===== src/rtl/fetch_unit_rv32i.sv =====
// rtl/fetch_unit_rv32i.sv - RV32I program counter and instruction-fetch sequencer
module fetch_unit_rv32i #(
    parameter logic [31:0] RESET_PC = 32'h0000_0000
) (
    input  logic        clock,
    input  logic        reset,
    input  logic [31:0] PCin,
    input  logic        fetch_stall,
    input  logic        imem_gnt,
    input  logic        imem_rvalid,
    input  logic [31:0] imem_rdata,
    output logic        imem_req,
    output logic [31:0] imem_addr,
    output logic [31:0] PC,
    output logic [31:0] PCnew,
    output logic [31:0] instr,
    output logic        instr_valid,
    output logic        misaligned,
    output logic [31:0] retired
);

    localparam logic [31:0] NOP = 32'h0000_0013;

    typedef enum logic [1:0] {
        S_FETCH = 2'd0,
        S_WAIT  = 2'd1,
        S_EXEC  = 2'd2,
        S_TRAP  = 2'd3
    } state_t;

    state_t      r_state;
    state_t      w_state_nxt;
    logic [31:0] r_pc;
    logic [31:0] w_pc_nxt;
    logic [31:0] r_instr;
    logic [31:0] w_instr_nxt;
    logic        r_misaligned;
    logic        w_misaligned_nxt;
    logic [31:0] r_retired;
    logic [31:0] w_retired_nxt;

    // State and architectural registers; reset abandons any in-flight fetch
    always_ff @(posedge clock or posedge reset) begin
        if (reset) begin
            r_state      <= S_FETCH;
            r_pc         <= RESET_PC;
            r_instr      <= NOP;
            r_misaligned <= 1'b0;
            r_retired    <= 32'd0;
        end else begin
            r_state      <= w_state_nxt;
            r_pc         <= w_pc_nxt;
            r_instr      <= w_instr_nxt;
            r_misaligned <= w_misaligned_nxt;
            r_retired    <= w_retired_nxt;
        end
    end

    // Next-state logic: fetch handshake, retire/commit, and misaligned trap
    always_comb begin
        w_state_nxt      = r_state;
        w_pc_nxt         = r_pc;
        w_instr_nxt      = r_instr;
        w_misaligned_nxt = r_misaligned;
        w_retired_nxt    = r_retired;
        case (r_state)
            S_FETCH: begin
                // rvalid here belongs to an abandoned transaction and is dropped
                if (imem_gnt) w_state_nxt = S_WAIT;
            end
            S_WAIT: begin
                if (imem_rvalid) begin
                    w_instr_nxt = imem_rdata;
                    w_state_nxt = S_EXEC;
                end
            end
            S_EXEC: begin
                if (!fetch_stall) begin
                    w_retired_nxt = r_retired + 32'd1;
                    if (PCin[1:0] == 2'b00) begin
                        w_pc_nxt    = PCin;
                        w_state_nxt = S_FETCH;
                    end else begin
                        w_misaligned_nxt = 1'b1;
                        w_state_nxt      = S_TRAP;
                    end
                end
            end
            default: begin
                // TRAP is terminal until reset
                w_state_nxt = S_TRAP;
            end
        endcase
    end

    // Outputs depend only on registered state, never on gnt/rvalid
    assign imem_req    = (r_state == S_FETCH);
    assign imem_addr   = r_pc;
    assign PC          = r_pc;
    assign PCnew       = r_pc + 32'd4;
    assign instr       = r_instr;
    assign instr_valid = (r_state == S_EXEC);
    assign misaligned  = r_misaligned;
    assign retired     = r_retired;

endmodule


===== config.mk =====
export PLATFORM = sky130hd
export DESIGN_NAME = fetch_unit_rv32i
export DESIGN_NICKNAME = d
export VERILOG_FILES = /design/src/rtl/fetch_unit_rv32i.sv
export SDC_FILE = /design/constraint.sdc
export NUM_CORES = 1
export LEC_CHECK = 0
export ABC_AREA = 1
export BUFFER_PORTS_ARGS = -buffer_cell sky130_fd_sc_hd__buf_2
export CORE_ASPECT_RATIO = 0.5
export CORE_MARGIN = 4
export CORE_UTILIZATION = 25
export DETAILED_ROUTE_END_ITERATION = 16
export PLACE_DENSITY = 0.6
export SYNTH_ARGS = -nofsm -noshare
export SYNTH_HDL_FRONTEND = slang
export SYNTH_SLANG_ARGS = --single-unit

===== constraint.sdc =====
create_clock -name clock -period 2.91 [get_ports clock]
set_clock_uncertainty 0.05 [all_clocks]
set_input_delay 0.4365 -clock clock [delete_from_list [all_inputs] [get_ports clock]]
set_output_delay 0.4365 -clock clock [all_outputs]
set_load 0.01 [all_outputs]

==> reports/results.ini <==
[placement]
place.gp.congestion = 0.895
placed_area_mm2 = 0.00670
dpl.cell_count = 1138
port_buffers = 231
dp_hpwl_mm = 13.6

[die]
die_w_um = 217
rows = 37
die_h_um = 112
start_util_pct = 25.9
die_area_mm2 = 0.0243
ios = 232
core_area_mm2 = 0.0210

[final_layout]
nFillCells = 2211
nets = 928
stdcell_count = 1154
final_common_cell = buf_2
area_growth_pct = 29.1
final_area_mm2 = 0.00701
layout_common_cells = buf_2 (231), nand2_1 (204), dfrtp_1 (96)
diodes = 0
layout-drive-gt1-share_pct = 36.2

[worst_setup_path]
path_cells = ha_1 > nand3_2 > nor3_2 > nand2_2 > nor2_2 > xor2_1 > buf_2
critPathRequiredTime_ns = 2.42
slowest_delay_ns = 0.43
end_kind = output port
start_kind = register
slowest_stage = dfrtp_1
path_class = reg -> out
path_max_fanout = 5
r2r.worst_path.cells = 9
cp_data_arrival_time_ns = 2.16

[timing]
maxSlewViolCount = 0
hold_viol = 0
fin_crit_ns = 2.64
holdWs_ns = 0.139
fmax_mhz = 378
fin_setup_tns_ns = 0
tightest_slew_ns = 0.801
setup_violations = 0
slew_headroom_pct = 46.5
layout_worst_path_cycle_share_pct = 90.9
rsz0062_at_grt = no

[clocking]
insertion_delay_ns = 0.36
postCtsResizedCells = 0
numClockSinks = 99
htreeDepth = 3
root_buffer = clkbuf_16
clk_path_buf_depth = 2
postCtsSetupRepairBufs = 0
cts_tree = built
cts_hold_buf = 0
cts-buffers-inserted = 9
path_clk_slew_ns = 0.07

[flow_run]
max_cap_violations = 0

[pwr]
irDropWorstVdd_mv = 0.310
cellLeakagePower_nw = 3.64
p_per_area_mw_per_mm2 = 913

[grt]
grtUsageTotal_pct = 13.9
antenna_found_initial = 0
grt_max_degree = 68
grt_pass1_wl_mm = 27.2
global_route.overflow_total = 0
grt_pass1_vias = 4955

[detailed_routing]
ant_nets = 0
finalWirelength_mm = 17.0
drt_pass1_iterations = 5
post_drt_wl_per_cell_um = 14.7
drt_iter0_drc = 353
vias_per_cell = 4.29
vias = 4947
drc = 0

[synth]
ys_seq_elements = 99
avgSynthCellArea_um2 = 8.32
yosysSeqAreaShare_pct = 45.6
yosysUniqueCellTypes = 33
synth_nets = 724
ys_warn_count = 0
netlist_area_mm2 = 0.00544
synthCells = 653

[outcome]
status = complete, no violations

[worst_hold_path]
hp-class = in -> async

[worst max-delay path, delay by kind of cell, from the launching register on]
kind | cells | cell delay [ns]
xor gates and xnor gates | 1 | 0.19
and+or+nand+nor | 4 | 0.75
DFF | 1 | 0.43
buffers and inverters | 1 | 0.16
adders and majority gates | 1 | 0.26
[path summary, 6_finish.rpt]
check,start,endpoint,slack [ns]
max,PC[2],PCnew[16],0.27
min,reset,PC[2],0.14
max reg2reg,r_state[0],PC[10],0.84
min reg2reg,misaligned,misaligned,0.41
max in group asynchronous,reset,instr[1],2.33
min in group clock,PCin[6],PC[6],0.22
[layout make-up]
class | instances | area (µm²) | share of cell area [%]
clock buffer | 10 | 239 | 3.41
clock inverter | 6 | 71.3 | 1.02
inverter | 67 | 255 | 3.64
multi-input combinational | 443 | 2390 | 34.1
sequential | 99 | 2480 | 35.4
tap | 292 | 365 | 5.21
timing repair buffer | 237 | 1210 | 17.3
[power breakdown]
part | total, mW | switching (mW) | leakage (nW) | internal [mW]
combinational | 2.71 | 1.55 | 2.27 | 1.15
clock | 1.27 | 0.569 | 0.151 | 0.701
sequential | 2.43 | 0.556 | 1.22 | 1.88
[cell families after synthesis]
family / after synthesis / synth area share, %
multiplexers: 32 / 6.63
AND/OR/NAND/NOR: 354 / 29.4
XOR/XNOR: 32 / 5.16
flip-flops: 99 / 45.6
AO/OA/AOI/OAI: 23 / 2.21
adder cells (fa/ha/maj): 2 / 0.460
buffers and inverters: 111 / 10.5
[synth_stat cells]
master      n  area (µm²)
a21o_1      1        7.51
and2_1      4        25.0
and3_1      2        12.5
buf_2       6        30.0
buf_4      35         263
buf_6       2        22.5
clkbuf_1    1        3.75
dfrtp_1    96        2400
dfstp_2     3        78.8
ha_1        2        25.0
inv_1      66         248
inv_2       1        3.75
mux2_2     32         360
nand2_1   204         766
nand2_2     2        12.5
nand2_4     1        11.3
nand3_1    28         140
nand3_2     2        20.0
nand3_4     2        35.0
nand3b_1    8        60.1
nand3b_4    1        20.0
nand4_1    11        68.8
nor2_1     58         218
nor2_2      7        43.8
nor2_4      4        45.0
nor2_8      1        20.0
nor3_1     18        90.1
nor3_2      1        10.0
o211ai_1    1        7.51
o21ai_0    20         100
o21ai_1     1        5.00
xnor2_1    10        87.6
xor2_1     22         193
[through the flow]
step | setup slack [ns] | total power [mW] | util (%)
finish | 0.265 | 6.41 | 33.4
CTS | 0.260 | 6.53 | 33.4
global placement | 0.785 | 5.17 | 32.0
detailed placement | 0.678 | 5.21 | 32.0
global route | 0.130 | 6.87 | 33.4
floorplan | 0.948 | 4.09 | -
[state kept, by name, summed over array words and instances, names as in the netlist]
| signal | flops |
|---|---|
| retired | 32 |
| misaligned | 1 |
| r_state | 2 |
| instr | 32 |
| PC | 32 |
[metal layers]
layer / vias up / wire length [µm] / GRT usage, %
met5: - / 0 / 0
met2: 133 / 8400 / 23.3
li1: 2425 / - / -
met1: 2368 / 7350 / 17.6
met3: 21 / 927 / 3.90
met4: 0 / 279 / 4.18
Note: power is estimated with default switching activity, not from simulation.
